<file path="config.mk">
export PLATFORM = sky130hd
export DESIGN_NAME = uart_rx_ctrl_flat
export DESIGN_NICKNAME = d
export VERILOG_FILES = /design/src/rtl/uart_rx_pkg.sv /design/src/rtl/uart_rx_if.sv /design/src/rtl/uart_rx_ctrl_rx_edge_bit_counter.sv /design/src/rtl/uart_rx_ctrl.sv /design/src/flat_wrapper.sv
export SDC_FILE = /design/constraint.sdc
export NUM_CORES = 1
export LEC_CHECK = 0
export ABC_AREA = 0
export ABC_CLOCK_PERIOD_IN_PS = 2400
export BUFFER_PORTS_ARGS = -buffer_cell sky130_fd_sc_hd__buf_2
export CORE_ASPECT_RATIO = 0.6
export CORE_MARGIN = 2
export CORE_UTILIZATION = 36
export DETAILED_ROUTE_END_ITERATION = 16
export PLACE_DENSITY_LB_ADDON = 0.08
export REMOVE_ABC_BUFFERS = 1
export SETUP_SLACK_MARGIN = 0.2
export SLEW_MARGIN = 20
export SYNTH_ARGS = -nofsm -noshare
export SYNTH_HDL_FRONTEND = slang
export SYNTH_SLANG_ARGS = --single-unit
</file>
<file path="constraint.sdc">
create_clock -name CLK_par -period 2.4 [get_ports CLK_par]
set_input_delay 0.48 -clock CLK_par [delete_from_list [all_inputs] [get_ports CLK_par]]
set_output_delay 0.48 -clock CLK_par [all_outputs]
set_load 0.02 [all_outputs]
</file>
<file path="src/rtl/uart_rx_pkg.sv">
// Shared state encoding and sizing constants for the UART receive controller.
package uart_rx_pkg;

  localparam int unsigned DATA_LENGTH_DEF = 8;
  localparam int unsigned PRESC_W_DEF     = 6;
  localparam int unsigned MIN_PRESCALE    = 4;

  typedef enum logic [2:0] {
    IDLE   = 3'd0,
    START  = 3'd1,
    DATA   = 3'd2,
    PARITY = 3'd3,
    STOP   = 3'd4
  } rx_state_e;

endpackage

</file>
<file path="src/rtl/uart_rx_if.sv">
// Serial line, configuration and parity-checker handshake of the UART receiver.
interface uart_rx_if
  import uart_rx_pkg::*;
#(
  parameter int unsigned DATA_LENGTH = DATA_LENGTH_DEF,
  parameter int unsigned PRESC_W     = PRESC_W_DEF
);

  logic                   RX_IN;
  logic                   PAR_EN;
  logic [PRESC_W-1:0]     Prescale;
  logic                   par_err;
  logic [DATA_LENGTH-1:0] P_DATA_par_chk;
  logic                   par_chk_en;
  logic                   sample_bit_par_chk;
  logic                   data_valid;
  logic                   stp_err;
  logic                   strt_glitch;
  logic                   busy;

  modport master (
    output RX_IN, PAR_EN, Prescale, par_err,
    input  P_DATA_par_chk, par_chk_en, sample_bit_par_chk,
    input  data_valid, stp_err, strt_glitch, busy
  );

  modport slave (
    input  RX_IN, PAR_EN, Prescale, par_err,
    output P_DATA_par_chk, par_chk_en, sample_bit_par_chk,
    output data_valid, stp_err, strt_glitch, busy
  );

endinterface

</file>
<file path="src/rtl/uart_rx_ctrl_rx_edge_bit_counter.sv">
// Oversampling edge counter and bit counter; both idle at zero while disabled.
module rx_edge_bit_counter #(
  parameter int unsigned PRESC_W = 6,
  parameter int unsigned BIT_W   = 4
) (
  input  logic               CLK_par,
  input  logic               RST_par,
  input  logic               en,
  input  logic               bit_clr,
  input  logic [PRESC_W-1:0] presc_q,
  output logic [PRESC_W-1:0] edge_cnt,
  output logic [BIT_W-1:0]   bit_cnt,
  output logic               bit_end_c
);

  assign bit_end_c = en && (edge_cnt == presc_q - PRESC_W'(1));

  always_ff @(posedge CLK_par or negedge RST_par) begin
    if (!RST_par) begin
      edge_cnt <= '0;
      bit_cnt  <= '0;
    end else if (!en) begin
      edge_cnt <= '0;
      bit_cnt  <= '0;
    end else begin
      edge_cnt <= bit_end_c ? '0 : edge_cnt + PRESC_W'(1);
      if (bit_clr)        bit_cnt <= '0;
      else if (bit_end_c) bit_cnt <= bit_cnt + BIT_W'(1);
    end
  end

endmodule

</file>
<file path="src/rtl/uart_rx_ctrl.sv">
// UART receive front end: start detection, 3-sample majority vote, LSB-first
// deserialisation and start/stop framing checks feeding an external parity checker.
module uart_rx_ctrl
  import uart_rx_pkg::*;
#(
  parameter int unsigned DATA_LENGTH = DATA_LENGTH_DEF,
  parameter int unsigned PRESC_W     = PRESC_W_DEF
) (
  input  logic     CLK_par,
  input  logic     RST_par,
  uart_rx_if.slave bus
);

  localparam int unsigned BIT_W = $clog2(DATA_LENGTH + 4);

  rx_state_e              state, state_nxt;
  logic [PRESC_W-1:0]     presc_q, presc_d, edge_cnt, h_lo, h_mid, h_hi;
  logic [BIT_W-1:0]       bit_cnt;
  logic                   bit_end_c, bit_clr_c, cnt_en_c, last_bit_c;
  logic                   par_en_q, par_en_d;
  logic                   samp_lo, samp_mid, sampled_bit, maj_c, bit_val_c;
  logic [DATA_LENGTH-1:0] p_data_q, p_data_d;
  logic                   par_chk_en_q, par_chk_en_d, sample_bit_q, sample_bit_d;
  logic                   data_valid_q, data_valid_d, stp_err_q, stp_err_d;
  logic                   strt_glitch_q, strt_glitch_d, busy_q;

  assign cnt_en_c = (state != IDLE);

  rx_edge_bit_counter #(.PRESC_W(PRESC_W), .BIT_W(BIT_W)) u_cnt (
    .CLK_par   (CLK_par),
    .RST_par   (RST_par),
    .en        (cnt_en_c),
    .bit_clr   (bit_clr_c),
    .presc_q   (presc_q),
    .edge_cnt  (edge_cnt),
    .bit_cnt   (bit_cnt),
    .bit_end_c (bit_end_c)
  );

  // Vote window centred on the middle of the bit; at the last sample edge the
  // fresh vote is forwarded so short prescales still see the current bit.
  assign h_mid      = presc_q >> 1;
  assign h_lo       = h_mid - PRESC_W'(1);
  assign h_hi       = h_mid + PRESC_W'(1);
  assign maj_c      = (samp_lo & samp_mid) | (samp_lo & bus.RX_IN) | (samp_mid & bus.RX_IN);
  assign bit_val_c  = (edge_cnt == h_hi) ? maj_c : sampled_bit;
  assign last_bit_c = (bit_cnt == BIT_W'(DATA_LENGTH - 1));

  always_ff @(posedge CLK_par or negedge RST_par) begin
    if (!RST_par) state <= IDLE;
    else          state <= state_nxt;
  end

  always_comb begin
    state_nxt = state;
    case (state)
      IDLE:   if (!bus.RX_IN && (bus.Prescale >= PRESC_W'(MIN_PRESCALE))) state_nxt = START;
      START:  if (bit_end_c) state_nxt = bit_val_c ? IDLE : DATA;
      DATA:   if (bit_end_c && last_bit_c) state_nxt = bus.PAR_EN ? PARITY : STOP;
      PARITY: if (bit_end_c) state_nxt = STOP;
      STOP:   if (bit_end_c) state_nxt = IDLE;
      default: state_nxt = IDLE;
    endcase
  end

  always_comb begin
    presc_d       = presc_q;
    par_en_d      = par_en_q;
    p_data_d      = p_data_q;
    stp_err_d     = stp_err_q;
    bit_clr_c     = 1'b0;
    strt_glitch_d = 1'b0;
    par_chk_en_d  = 1'b0;
    sample_bit_d  = 1'b0;
    data_valid_d  = 1'b0;
    case (state)
      IDLE: if (!bus.RX_IN) presc_d = bus.Prescale;
      START: begin
        if (bit_end_c && !bit_val_c) begin
          p_data_d  = '0;
          bit_clr_c = 1'b1;
        end else if (bit_end_c) begin
          strt_glitch_d = 1'b1;
        end
      end
      DATA: begin
        if (bit_end_c) begin
          for (int unsigned i = 0; i < DATA_LENGTH; i++) begin
            if (bit_cnt == BIT_W'(i)) p_data_d[i] = bit_val_c;
          end
          if (last_bit_c) par_en_d = bus.PAR_EN;
        end
      end
      // Strobe is raised one edge early so it is high during the bit-end cycle itself.
      PARITY: begin
        if (edge_cnt == presc_q - PRESC_W'(2)) begin
          par_chk_en_d = 1'b1;
          sample_bit_d = bit_val_c;
        end
      end
      STOP: begin
        if (bit_end_c) begin
          stp_err_d    = ~bit_val_c;
          data_valid_d = bit_val_c & ~(par_en_q & bus.par_err);
        end
      end
      default: ;
    endcase
  end

  always_ff @(posedge CLK_par or negedge RST_par) begin
    if (!RST_par) begin
      presc_q       <= '0;
      par_en_q      <= 1'b0;
      samp_lo       <= 1'b0;
      samp_mid      <= 1'b0;
      sampled_bit   <= 1'b0;
      p_data_q      <= '0;
      par_chk_en_q  <= 1'b0;
      sample_bit_q  <= 1'b0;
      data_valid_q  <= 1'b0;
      stp_err_q     <= 1'b0;
      strt_glitch_q <= 1'b0;
      busy_q        <= 1'b0;
    end else begin
      presc_q       <= presc_d;
      par_en_q      <= par_en_d;
      p_data_q      <= p_data_d;
      par_chk_en_q  <= par_chk_en_d;
      sample_bit_q  <= sample_bit_d;
      data_valid_q  <= data_valid_d;
      stp_err_q     <= stp_err_d;
      strt_glitch_q <= strt_glitch_d;
      busy_q        <= (state_nxt != IDLE);
      if (state != IDLE) begin
        if (edge_cnt == h_lo)  samp_lo     <= bus.RX_IN;
        if (edge_cnt == h_mid) samp_mid    <= bus.RX_IN;
        if (edge_cnt == h_hi)  sampled_bit <= maj_c;
      end
    end
  end

  assign bus.P_DATA_par_chk     = p_data_q;
  assign bus.par_chk_en         = par_chk_en_q;
  assign bus.sample_bit_par_chk = sample_bit_q;
  assign bus.data_valid         = data_valid_q;
  assign bus.stp_err            = stp_err_q;
  assign bus.strt_glitch        = strt_glitch_q;
  assign bus.busy               = busy_q;

endmodule

</file>
<file path="src/flat_wrapper.sv">
// flat-port wrapper written by rule: the top's interface ports become plain ports
module uart_rx_ctrl_flat import uart_rx_pkg::*;
#(
  parameter int unsigned DATA_LENGTH = DATA_LENGTH_DEF,
  parameter int unsigned PRESC_W     = PRESC_W_DEF
)
  (CLK_par, RST_par, bus_RX_IN, bus_PAR_EN, bus_Prescale, bus_par_err, bus_P_DATA_par_chk, bus_par_chk_en, bus_sample_bit_par_chk, bus_data_valid, bus_stp_err, bus_strt_glitch, bus_busy);
  uart_rx_if #(.DATA_LENGTH(DATA_LENGTH), .PRESC_W(PRESC_W)) bus_i ();
  input  logic CLK_par;
  input  logic RST_par;
  input wire logic [$bits(bus_i.RX_IN)-1:0] bus_RX_IN;
  input wire logic [$bits(bus_i.PAR_EN)-1:0] bus_PAR_EN;
  input wire logic [$bits(bus_i.Prescale)-1:0] bus_Prescale;
  input wire logic [$bits(bus_i.par_err)-1:0] bus_par_err;
  output wire logic [$bits(bus_i.P_DATA_par_chk)-1:0] bus_P_DATA_par_chk;
  output wire logic [$bits(bus_i.par_chk_en)-1:0] bus_par_chk_en;
  output wire logic [$bits(bus_i.sample_bit_par_chk)-1:0] bus_sample_bit_par_chk;
  output wire logic [$bits(bus_i.data_valid)-1:0] bus_data_valid;
  output wire logic [$bits(bus_i.stp_err)-1:0] bus_stp_err;
  output wire logic [$bits(bus_i.strt_glitch)-1:0] bus_strt_glitch;
  output wire logic [$bits(bus_i.busy)-1:0] bus_busy;
  assign bus_i.RX_IN = bus_RX_IN;
  assign bus_i.PAR_EN = bus_PAR_EN;
  assign bus_i.Prescale = bus_Prescale;
  assign bus_i.par_err = bus_par_err;
  assign bus_P_DATA_par_chk = bus_i.P_DATA_par_chk;
  assign bus_par_chk_en = bus_i.par_chk_en;
  assign bus_sample_bit_par_chk = bus_i.sample_bit_par_chk;
  assign bus_data_valid = bus_i.data_valid;
  assign bus_stp_err = bus_i.stp_err;
  assign bus_strt_glitch = bus_i.strt_glitch;
  assign bus_busy = bus_i.busy;
  uart_rx_ctrl #(.DATA_LENGTH(DATA_LENGTH), .PRESC_W(PRESC_W)) u_core (.CLK_par(CLK_par), .RST_par(RST_par), .bus(bus_i));
endmodule
</file>
# Word level (Yosys, flattened, before mapping)
# Cells that the tools add are included.
word_totals:
  output_inout_bits: 14
  in_bits: 11
  register_bits: 37
  elab_cells: 126
op_classes:
  n_eq_ne: 27
  n_reduce_logical: 24
  addsub: 6
  bitwise_logic: 10
  order_cmp: 1
  n_mux: 36
op_table:
  columns: ["op", "count"]
  rows:
  - ["$reduce_and 4->1", 8]
  - ["$eq 6x6->1", 4]
  - ["$mux 1", 20]
  - ["$ne 2x1->1 const B", 10]
  - ["$mux 3", 6]
  - ["$eq 4x3->1 const B", 4]
  - ["$mux 8", 2]
  - ["$pmux 8 s2", 1]
  - ["$pmux 3 s5", 1]
  - ["$mux 4", 3]
  - ["$mux 6", 2]
  - ["$eq 4x2->1 const B", 2]
  - ["$reduce_and 2->1", 4]
  - ["$add 5x1->6 const B", 1]
  - ["$add 6x1->6 const B", 1]
  - ["$eq 3x2->1 const B", 2]
  - ["$eq 6x5->1", 1]
  - ["$ge 6x3->1 const B", 1]
  - ["$reduce_bool 3->1", 2]
  - ["$sub 5x1->6 const B", 1]
  - ["$sub 6x1->6 const B", 1]
  - ["$sub 6x2->6 const B", 1]
  - ["$and 1x1->1", 5]
  - ["$add 4x1->4 const B", 1]
  - ["other kinds (13)", 20]

# Longest topological paths before layout
# Gate-level depths: netlist of the first run.
logic_depth:
  depth_word: 10
  depth_mapped: 10
  ltp_nobuf: 8

# Cells and area by module
# Synthesis of the first run repeated with hierarchy kept, for this count alone.
unflattened:
  hier_cells: 250
  hier_area_um2: 2333.5
modules_own_cells:
  columns: ["mod", "seq_area_each_um2", "area_each_um2", "n_inst", "cells_each"]
  rows:
  - ["uart_rx_ctrl", 675.6, 1690.4, 1, 181]
  - ["rx_edge_bit_counter", 250.2, 643.1, 1, 69]

# Least setup slack after synthesis of the first run
# Ideal clock, no wire load.
synth_path:
  path_kind: "register to register"
  from: "reg u_core.presc_q[1]"
  to: "reg u_core.p_data_q[2] (netlist: u_core.bus.P_DATA_par_chk[2])"
  t_arrival_ns: 2.148
  slack_ns: 0.114
  stages_incl_launch_ff: 11
  synth_period_minus_slack_ns: 2.286
  setup_ns: 0.138
  path_buffers: 2
  t_required_ns: 2.262
  path_cell_list: "dfrtp_1 buf_2 inv_1 ha_1 xor2_1 nor4b_2 nand3_1 o21a_4 buf_6 o311ai_1 o211ai_1"
synth_via:
  elab_chain_cells: 7
  elab_cells_between_ends: 14
  classes_between: "add/sub: 2; eq/ne: 4; mux: 4; reduce/logical: 4"
synth_rtl:
  columns: ["item", "line", "rtl"]
  rows:
  - ["from (decl)", "uart_rx_ctrl.sv:17", "logic [PRESC_W-1:0] presc_q, presc_d, edge_cnt, h_lo, h_mid, h_hi;"]
  - ["from (signal assigned)", "uart_rx_ctrl.sv:126", "presc_q <= presc_d;"]
  - ["$add 5x1->6", "uart_rx_ctrl.sv:44", "assign h_hi = h_mid + PRESC_W'(1);"]
  - ["$eq 6x6->1", "uart_rx_ctrl.sv:46", "assign bit_val_c = (edge_cnt == h_hi) ? maj_c : sampled_bit;"]
  - ["$mux 1", "uart_rx_ctrl.sv:46", null]
  - ["$logic_not 1->1", "uart_rx_ctrl.sv:79", "if (bit_end_c && !bit_val_c) begin"]
  - ["$logic_and 1x1->1", "uart_rx_ctrl.sv:79", null]
  - ["$ne 2x1->1 (no line)", null, null]
  - ["$reduce_and 4->1 (no line)", null, null]
  - ["to (signal assigned)", "uart_rx_ctrl.sv:128", "p_data_q <= p_data_d;"]
  - ["to (decl)", "uart_rx_ctrl.sv:22", "logic [DATA_LENGTH-1:0] p_data_q, p_data_d;"]
# Parallel ways exist; a longest one is shown, timed or not. The select of a mux whose other input is x is not followed.
# A chain may end at the register's enable or synchronous reset.

# Worst setup path in the final report of the first run
layout_path:
  from: "reg u_core.presc_q[2]"
  to: "reg u_core.p_data_q[3] (netlist: u_core.bus.P_DATA_par_chk[3])"
# The elaborated chain is that of the path after synthesis.

==> results of run 1 <==
[stage by stage]
| stage | instance area (µm²) | TNS [ps] | setup slack (ps) |
|---|---|---|---|
| 2_1_floorplan | 2420 | -496.6 | -187.4 |
| 3_5_place_dp | 2789 | 0 | 6.483 |
| 3_3_place_gp | 2789 | -83.00 | -36.78 |
| 5_1_grt | 3321 | 0 | 56.62 |
| 4_1_cts | 3151 | 0 | 206.0 |
| 6_report | 3321 | 0 | 165.3 |
[area by class of cell]
class	instances	area, µm²
fillers	646	3385
multi-input cells	204	1674
inverters	15	56.30
repair buffers	54	397.9
clock inverters	1	5.005
flip-flops and latches	37	925.9
well taps	87	108.9
clock buffers	7	152.6
[worst paths after layout]
check,start,to,slack (ps)
max,u_core.presc_q[2]$_DFFE_PN0P_,u_core.bus.P_DATA_par_chk[3]$_DFFE_PN0P_,170
min,RST_par,u_core.u_cnt.edge_cnt[4]$_DFF_PN0_,80
max reg2reg,u_core.presc_q[2]$_DFFE_PN0P_,u_core.bus.P_DATA_par_chk[3]$_DFFE_PN0P_,170
min reg2reg,u_core.par_en_q$_DFFE_PN0P_,u_core.bus.data_valid$_DFF_PN0_,470
max in group asynchronous,RST_par,u_core.bus.P_DATA_par_chk[3]$_DFFE_PN0P_,1680
min in group CLK_par,bus_par_err,u_core.bus.data_valid$_DFF_PN0_,390
[what timing repair did]
action                                  in CTS  in global routing
hold endpoints to repair                     0                  0
pin swaps                                   11                 11
gates cloned                                 1                  1
endpoints found under the setup margin      20                 19
resized for setup                           25                 21
setup buffers                                8                  4
[sequential cells by signal, indices dropped and copies added, names as in the netlist]
signal and flops:
u_core.bus.sample_bit_par_chk 1, u_core.bus.data_valid 1, u_core.samp_lo 1, u_core.bus.strt_glitch 1
u_core.samp_mid 1, u_core.sampled_bit 1, u_core.presc_q 6, u_core.u_cnt.bit_cnt 4
u_core.state 3, u_core.par_en_q 1, u_core.bus.par_chk_en 1, u_core.bus.stp_err 1
u_core.bus.P_DATA_par_chk 8, u_core.bus.busy 1, u_core.u_cnt.edge_cnt 6
[power breakdown]
part           leakage (nW)  switching, mW  total [mW]  internal (mW)
clock network        0.0799          0.259       0.699          0.440
registers             0.436          0.242        1.03          0.786
logic                 0.859           1.42        2.67           1.25
[kinds of logic after synthesis]
group                      synth area share
and+or+nand+nor                      0.1906
buffers and inverters               0.05738
AOI/OAI and AO/OA                    0.2111
DFF                                  0.3693
muxes                               0.03992
adders and majority gates           0.04890
xor gates and xnor gates            0.08283
[synth_stat cells (2+ instances only)]
| master | count |
|---|---|
| dfrtp_1 | 37 |
| nand2_1 | 21 |
| nor2_1 | 20 |
| inv_1 | 14 |
| o211ai_1 | 13 |
| a21oi_1 | 12 |
| nand3_1 | 11 |
| xor2_1 | 11 |
| o21ai_0 | 10 |
| xnor2_1 | 10 |
| buf_2 | 9 |
| ha_1 | 9 |
| o31ai_1 | 8 |
| nand2b_1 | 7 |
| nor2b_1 | 7 |
| mux2_2 | 6 |
| nor3_1 | 6 |
| nand4_1 | 4 |
| o311ai_1 | 4 |
| clkbuf_1 | 3 |
| a31oi_1 | 2 |
| and2_1 | 2 |
| and3_1 | 2 |
| buf_4 | 2 |
| mux2_1 | 2 |
| nor3_2 | 2 |
| o2111ai_1 | 2 |
| o211a_1 | 2 |
| o22ai_1 | 2 |
| o31ai_2 | 2 |
[critical path: stages (launching register included)]
cell,delay [ps]
dfrtp_1,400
buf_6,130
ha_4,150
xor3_1,220
nor4b_4,310
nand3_2,150
o21a_4,290
o211ai_1,190
buf_4,160
o211ai_1,90
[per-layer routing]
layer,track usage,vias to the layer above,part of all wire,wire length (µm)
met5,0,-,0,0
met4,0.03086,0,0.0041,29
met3,0.03671,2,0.056,398
met2,0.2538,59,0.38,2690
met1,0.3125,1084,0.56,3995
li1,-,1074,-,-
==> impl_results.md, run 1 <==
* CP Max Fanout at 8
* Final wirelength at 7113 µm
* Antenna cells at 0
* First-pass GRT wire length at 11330 µm
* Clock Skew at 3.467 ps
* Port-buffer cells at 24
* Status: complete, no violations
* Final Hold Vio Count at 0
* CP endpoint kind: register
* Row cnt at 23
* Synth Warn # at 0
* Worst reg-to-reg path cell count at 9
* Die span in x at 111.7 µm
* Share of cells above drive strength 1 at 0.3428
* Synth area leader: dfrtp_1
* # IOs at 25
* Relative slew margins at 0.6277
* Register bit total from synthesis at 37
* Commonest non-fill, non-tap cell in the layout: dfrtp_1
* Num Clock Sinks at 37
* Prevailing post-synth register cell: dfrtp_1
* Antenna Nets Post-Route at 0
* Max-cap viol count at 0
* Yosys top cell area share at 0.3693
* Critical Setup Path Class: reg2reg
* Synthesized area at 2507 µm²
* Total congestion overflow at 0
* Via/cell ratio at 5.479
* Hold Path Class: in2async
* Synth Instances at 271
* Initial antenna violation count at 0
* Initial DRC count at 155
* Skew-Pair Late Insertion Delay at 280 ps
* Post-synth EDFFs at 0
* Post-synthesis sequential area ratio at 0.3693
* Fin cells at 405
* FFs w/ async S/R, synth at 1.000
* GP Congestion at 0.8712
* Placed Cells at 383
* Synthesis-to-layout area growth at 32.43%
* Fin Hold WS at 81.90 ps
* Crit path required time at 2550 ps
* WL/cell at 17.56 µm
* Maximum operating frequency at 447.5 MHz
* Layout net count at 337
* CTS Hold Bufs at 0
* TritonRoute pass-1 iters at 5
* Unrepaired setup endpoints after global routing: true
* Longest Clk Path Bufs at 2
* GRT Overall Usage at 0.1910
* Part of the cycle the worst path needs at 0.9311
* Most frequent cells in the layout: 37 x dfrtp_1, 24 x buf_2, 22 x buf_4
* Root Driver: clkbuf_16
* Drt drc at 0
* Leakage at 1.374 nW
* Synth area leaders: dfrtp_1 37%, ha_1 4.5%, o211ai_1 3.9%
* Critical Path Source Type: register
* Core footprint at 6705 µm²
* Vias at 2219
* Cell variety after synth at 59
* Final HPWL DP at 5121 µm
* CTS tree: yes
* Starting density of the core at 0.3740
* Number of global-route vias before repair at 2030
* CTS buffer count at 5
* Clock transition at path regs at 60 ps
* Htree depth at 2
* Worst Max-Slew Pin Slew at 558.4 ps
* CP arrival at 2380 ps
* Final number of setup-violating endpoints at 0
* Die ar. at 7670 µm²
* Final min period at 2235 ps
* Tot Pwr at 4.394 mW
* Final Max Tran Viols at 0
* Max rail drop VDD at 0.5028 mV
* Pwr Density at 1323 nW/µm²
* Avg Cell Area, Syn at 9.252 µm²
* Largest net degree at the start of global routing at 26
* Post-layout util at 0.4952
* Die Y at 68.65 µm
No activity file was read; power rests on OpenSTA's default activity.
==> run 2: changes to the inputs <==
--- a/config.mk
+++ b/config.mk
@@ -18,4 +18,5 @@
 export SLEW_MARGIN = 20
 export SYNTH_ARGS = -nofsm -noshare
 export SYNTH_HDL_FRONTEND = slang
+export SYNTH_HIERARCHICAL = 1
 export SYNTH_SLANG_ARGS = --single-unit
==> impl_results.md, run 2 <==
* Most frequent cells in the layout: 48 x buf_4, 33 x dfrtp_1, 24 x buf_2
* Leakage at 1.495 nW (+8.8%)
* Yosys top cell area share at 0.3968 (+0.02752)
* Root Driver: clkbuf_8
* Logic gate share of total power at 0.645 (+0.038)
* Die ar. at 7163 µm² (-6.6%)
* TritonRoute pass-1 iters at 4 (-1)
* Fin Hold WS at 301.3 ps (+219.4 ps)
* Vias at 2075 (-6.5%)
* Post-synth EDFFs at 0 (unchanged)
* Most common cell type on the critical path: xor2_1
* Worst Max-Slew Pin Slew at 864.9 ps (+306.5 ps)
* CP endpoint kind: register
* Placed Cells at 395 (+3.1%)
* Area of the multi-input gates at 1575 µm² (-5.9%)
* Initial DRC count at 120 (-23%)
* FFs w/ async S/R, synth at 1.000 (unchanged)
* Row cnt at 22 (-4.3%)
* Clock Skew at 7.441 ps (+3.974 ps)
* # IOs at 25 (unchanged)
* Most frequent cell after synthesis: dfrtp_1
* Synth area leader: dfrtp_1
* Die Y at 66.37 µm (-3.3%)
* Reg2Reg Setup Slack at -50 ps (-220 ps)
* Commonest non-fill, non-tap cell in the layout: buf_4
* Crit path required time at 2580 ps (+30 ps)
* CTS Hold Bufs at 0 (unchanged)
* Setup tns final at -359.5 ps (-359.5 ps)
* Status: finished with violations
* CP peak stage delay at 550 ps (+150 ps)
* Via/cell ratio at 4.988 (-9.0%)
* Final wirelength at 6418 µm (-9.8%)
* Skew-Pair Late Insertion Delay at 290 ps (about the same)
* Pwr Density at 1379 nW/µm² (+4.2%)
* Synth area leaders: dfrtp_1 40%, xnor2_1 6.4%, xor2_1 4.9%
* Final HPWL DP at 4658 µm (-9.0%)
* GP Congestion at 0.8435 (-3.2%)
* Htree depth at 2 (unchanged)
* Critical-path cell list: xor2_1 -> xor2_1 -> or4_4 -> nor2_4 -> mux2i_1 -> buf_4 -> and2b_2
* CP Max Fanout at 9 (+1)
* Layout net count at 347 (+3.0%)
* Longest Clk Path Bufs at 2 (unchanged)
* Critical Setup Path Class: reg2reg
* Clock transition at path regs at 80 ps (+20 ps)
* Reported net switching power at 1.965 mW (+2.4%)
* GRT Overall Usage at 0.1969 (+0.005953)
* Post-synthesis sequential area ratio at 0.3968 (+0.02752)
* Tot Pwr at 4.651 mW (+5.8%)
* Synthesis-to-layout area growth at 44.56%
* Reg-to-reg startpoint: u_core/presc_q[3]$_DFFE_PN0P_
* Post-route cell area at 3373 µm² (+1.6%)
* Final number of setup-violating endpoints at 13 (+13)
* Synthesized area at 2333 µm² (-6.9%)
* CTS tree: yes
* CTS buffer count at 5 (unchanged)
* Final WS setup at -50.65 ps (-216.0 ps)
* Total congestion overflow at 0 (unchanged)
* Critical Path Source Type: register
* Slowest stage cell on the critical path: or4_4
* Antenna Nets Post-Route at 0 (unchanged)
* Hold Path Class: in2async
* Placed cell area at 2843 µm² (+1.9%)
* Largest net degree at the start of global routing at 38 (+46%)
* # fillers at 564 (-13%)
* Initial antenna violation count at 0 (unchanged)
* Final Hold Vio Count at 0 (unchanged)
* Critical Path Start: u_core/presc_q[3]$_DFFE_PN0P_
* Synth Instances at 250 (-7.7%)
* Max rail drop VDD at 0.5372 mV (+6.9%)
* Num Clock Sinks at 37 (unchanged)
* Prevailing post-synth register cell: dfrtp_1
* Maximum operating frequency at 408.1 MHz (-8.8%)
* Sequential standard cell area at 930.9 µm² (+0.54%)
* Pre-CTS setup slack at -135.9 ps (-142.3 ps)
* Final Max Tran Viols at 0 (unchanged)
* Antenna cells at 0 (unchanged)
* Post-layout util at 0.5446 (+0.04940)
* Synth Warn # at 6 (+6)
* Cell variety after synth at 55 (-6.8%)
* Fin cells at 416 (+2.7%)
* Avg Cell Area, Syn at 9.334 µm² (+0.88%)
* Part of the cycle the worst path needs at 1.021 (+0.09000)
* WL/cell at 15.43 µm (-12%)
* Switching Share at 0.4226 (-0.01408)
* First-pass GRT wire length at 10630 µm (-6.2%)
* Max-cap viol count at 0 (unchanged)
* Commonest cells post-synth: 37 x dfrtp_1, 23 x nand2_1, 19 x nor2_1
* Drt drc at 0 (unchanged)
* Register bit total from synthesis at 37 (unchanged)
* Number of global-route vias before repair at 1974 (-2.8%)
* CP arrival at 2630 ps (+250 ps)
* Die span in x at 107.9 µm (-3.4%)
* Unrepaired setup endpoints after global routing: true
* Max FFs per register at 8 (unchanged)
* Clock share of power at 0.123 (-0.036)
* Core footprint at 6193 µm² (-7.6%)
* Seq pwr share at 0.232 (-0.002)
* Final min period at 2451 ps (+216.0 ps)
* Starting density of the core at 0.3768 (+0.002817)
* Share of cells above drive strength 1 at 0.4518 (+0.1090)
* Port-buffer cells at 24 (unchanged)
* Internal power at 2.685 mW (+8.5%)
* Relative slew margins at 0.4234 (-0.2043)
* Failing checks: setup timing
[run 2: cell types whose count changed after synthesis, sizes merged, moves of 3 or more]
cell,previous run,this run
xor2,11,14
nor3,8,5
xnor2,10,17
o31ai,10,2
o311ai,5,1
or4,0,3
o211ai,14,5
buf,12,5
nor3b,1,4
ha,9,5
[run 2: timing repair]
| item | CTS | global route |
|---|---|---|
| endpoints found under the setup margin | 22 | 23 |
| setup buffers | 6 | 7 |
| pin swaps | 5 | 10 |
| endpoints found under the hold margin | 0 | 0 |
| resized for setup | 27 | 42 |
| gates cloned | 0 | 0 |
[run 2: cell type report]
type                    count  share of cell area
flip-flops and latches     37              0.2760
inverters                  17             0.01892
well taps                  84             0.03116
clock buffers               7             0.02559
repair buffers             81              0.1725
clock inverters             1            0.008902
multi-input cells         189              0.4670
[run 2: critical path, delay by kind of cell, from the launching register on]
kind | cells | cell delay [ps]
and+or+nand+nor | 3 | 890
DFF | 1 | 510
xor gates and xnor gates | 2 | 480
muxes | 1 | 230
buffers and inverters | 1 | 210
[run 2: power groups by stage]
stage	sequential [mW]	clock, mW	combinational (mW)
2_1_floorplan	1.15	0	1.26
3_3_place_gp	1.04	0	2.28
3_5_place_dp	1.05	0	2.28
4_1_cts	1.06	0.596	2.63
5_1_grt	1.11	0.631	3.27
6_report	1.08	0.573	3.00
[run 2: per-layer routing]
metal	share of wire	track usage
met1	0.58	0.3251
met2	0.37	0.2476
met3	0.045	0.04039
met4	0.0067	0.04808
met5	0	0
[run 2: cell families after synthesis]
family | count (synthesis) | share of synthesized area
AND/OR/NAND/NOR | 96 | 0.2247
AO/OA/AOI/OAI | 48 | 0.1426
flip-flops | 37 | 0.3968
XOR/XNOR | 31 | 0.1196
buffers and inverters | 24 | 0.04718
multiplexers | 8 | 0.03807
adder cells (fa/ha/maj) | 6 | 0.03110
[run 2: final timing paths]
kind                       depth (start not counted)                                 endpoint
max                                                7  u_core/bus.sample_bit_par_chk$_DFF_PN0_
min                                                1       u_core/u_cnt/edge_cnt[0]$_DFF_PN0_
max reg2reg                                        7  u_core/bus.sample_bit_par_chk$_DFF_PN0_
min reg2reg                                        1          u_core/bus.data_valid$_DFF_PN0_
max in group asynchronous                          1            u_core/presc_q[1]$_DFFE_PN0P_
min in group CLK_par                               2          u_core/bus.data_valid$_DFF_PN0_
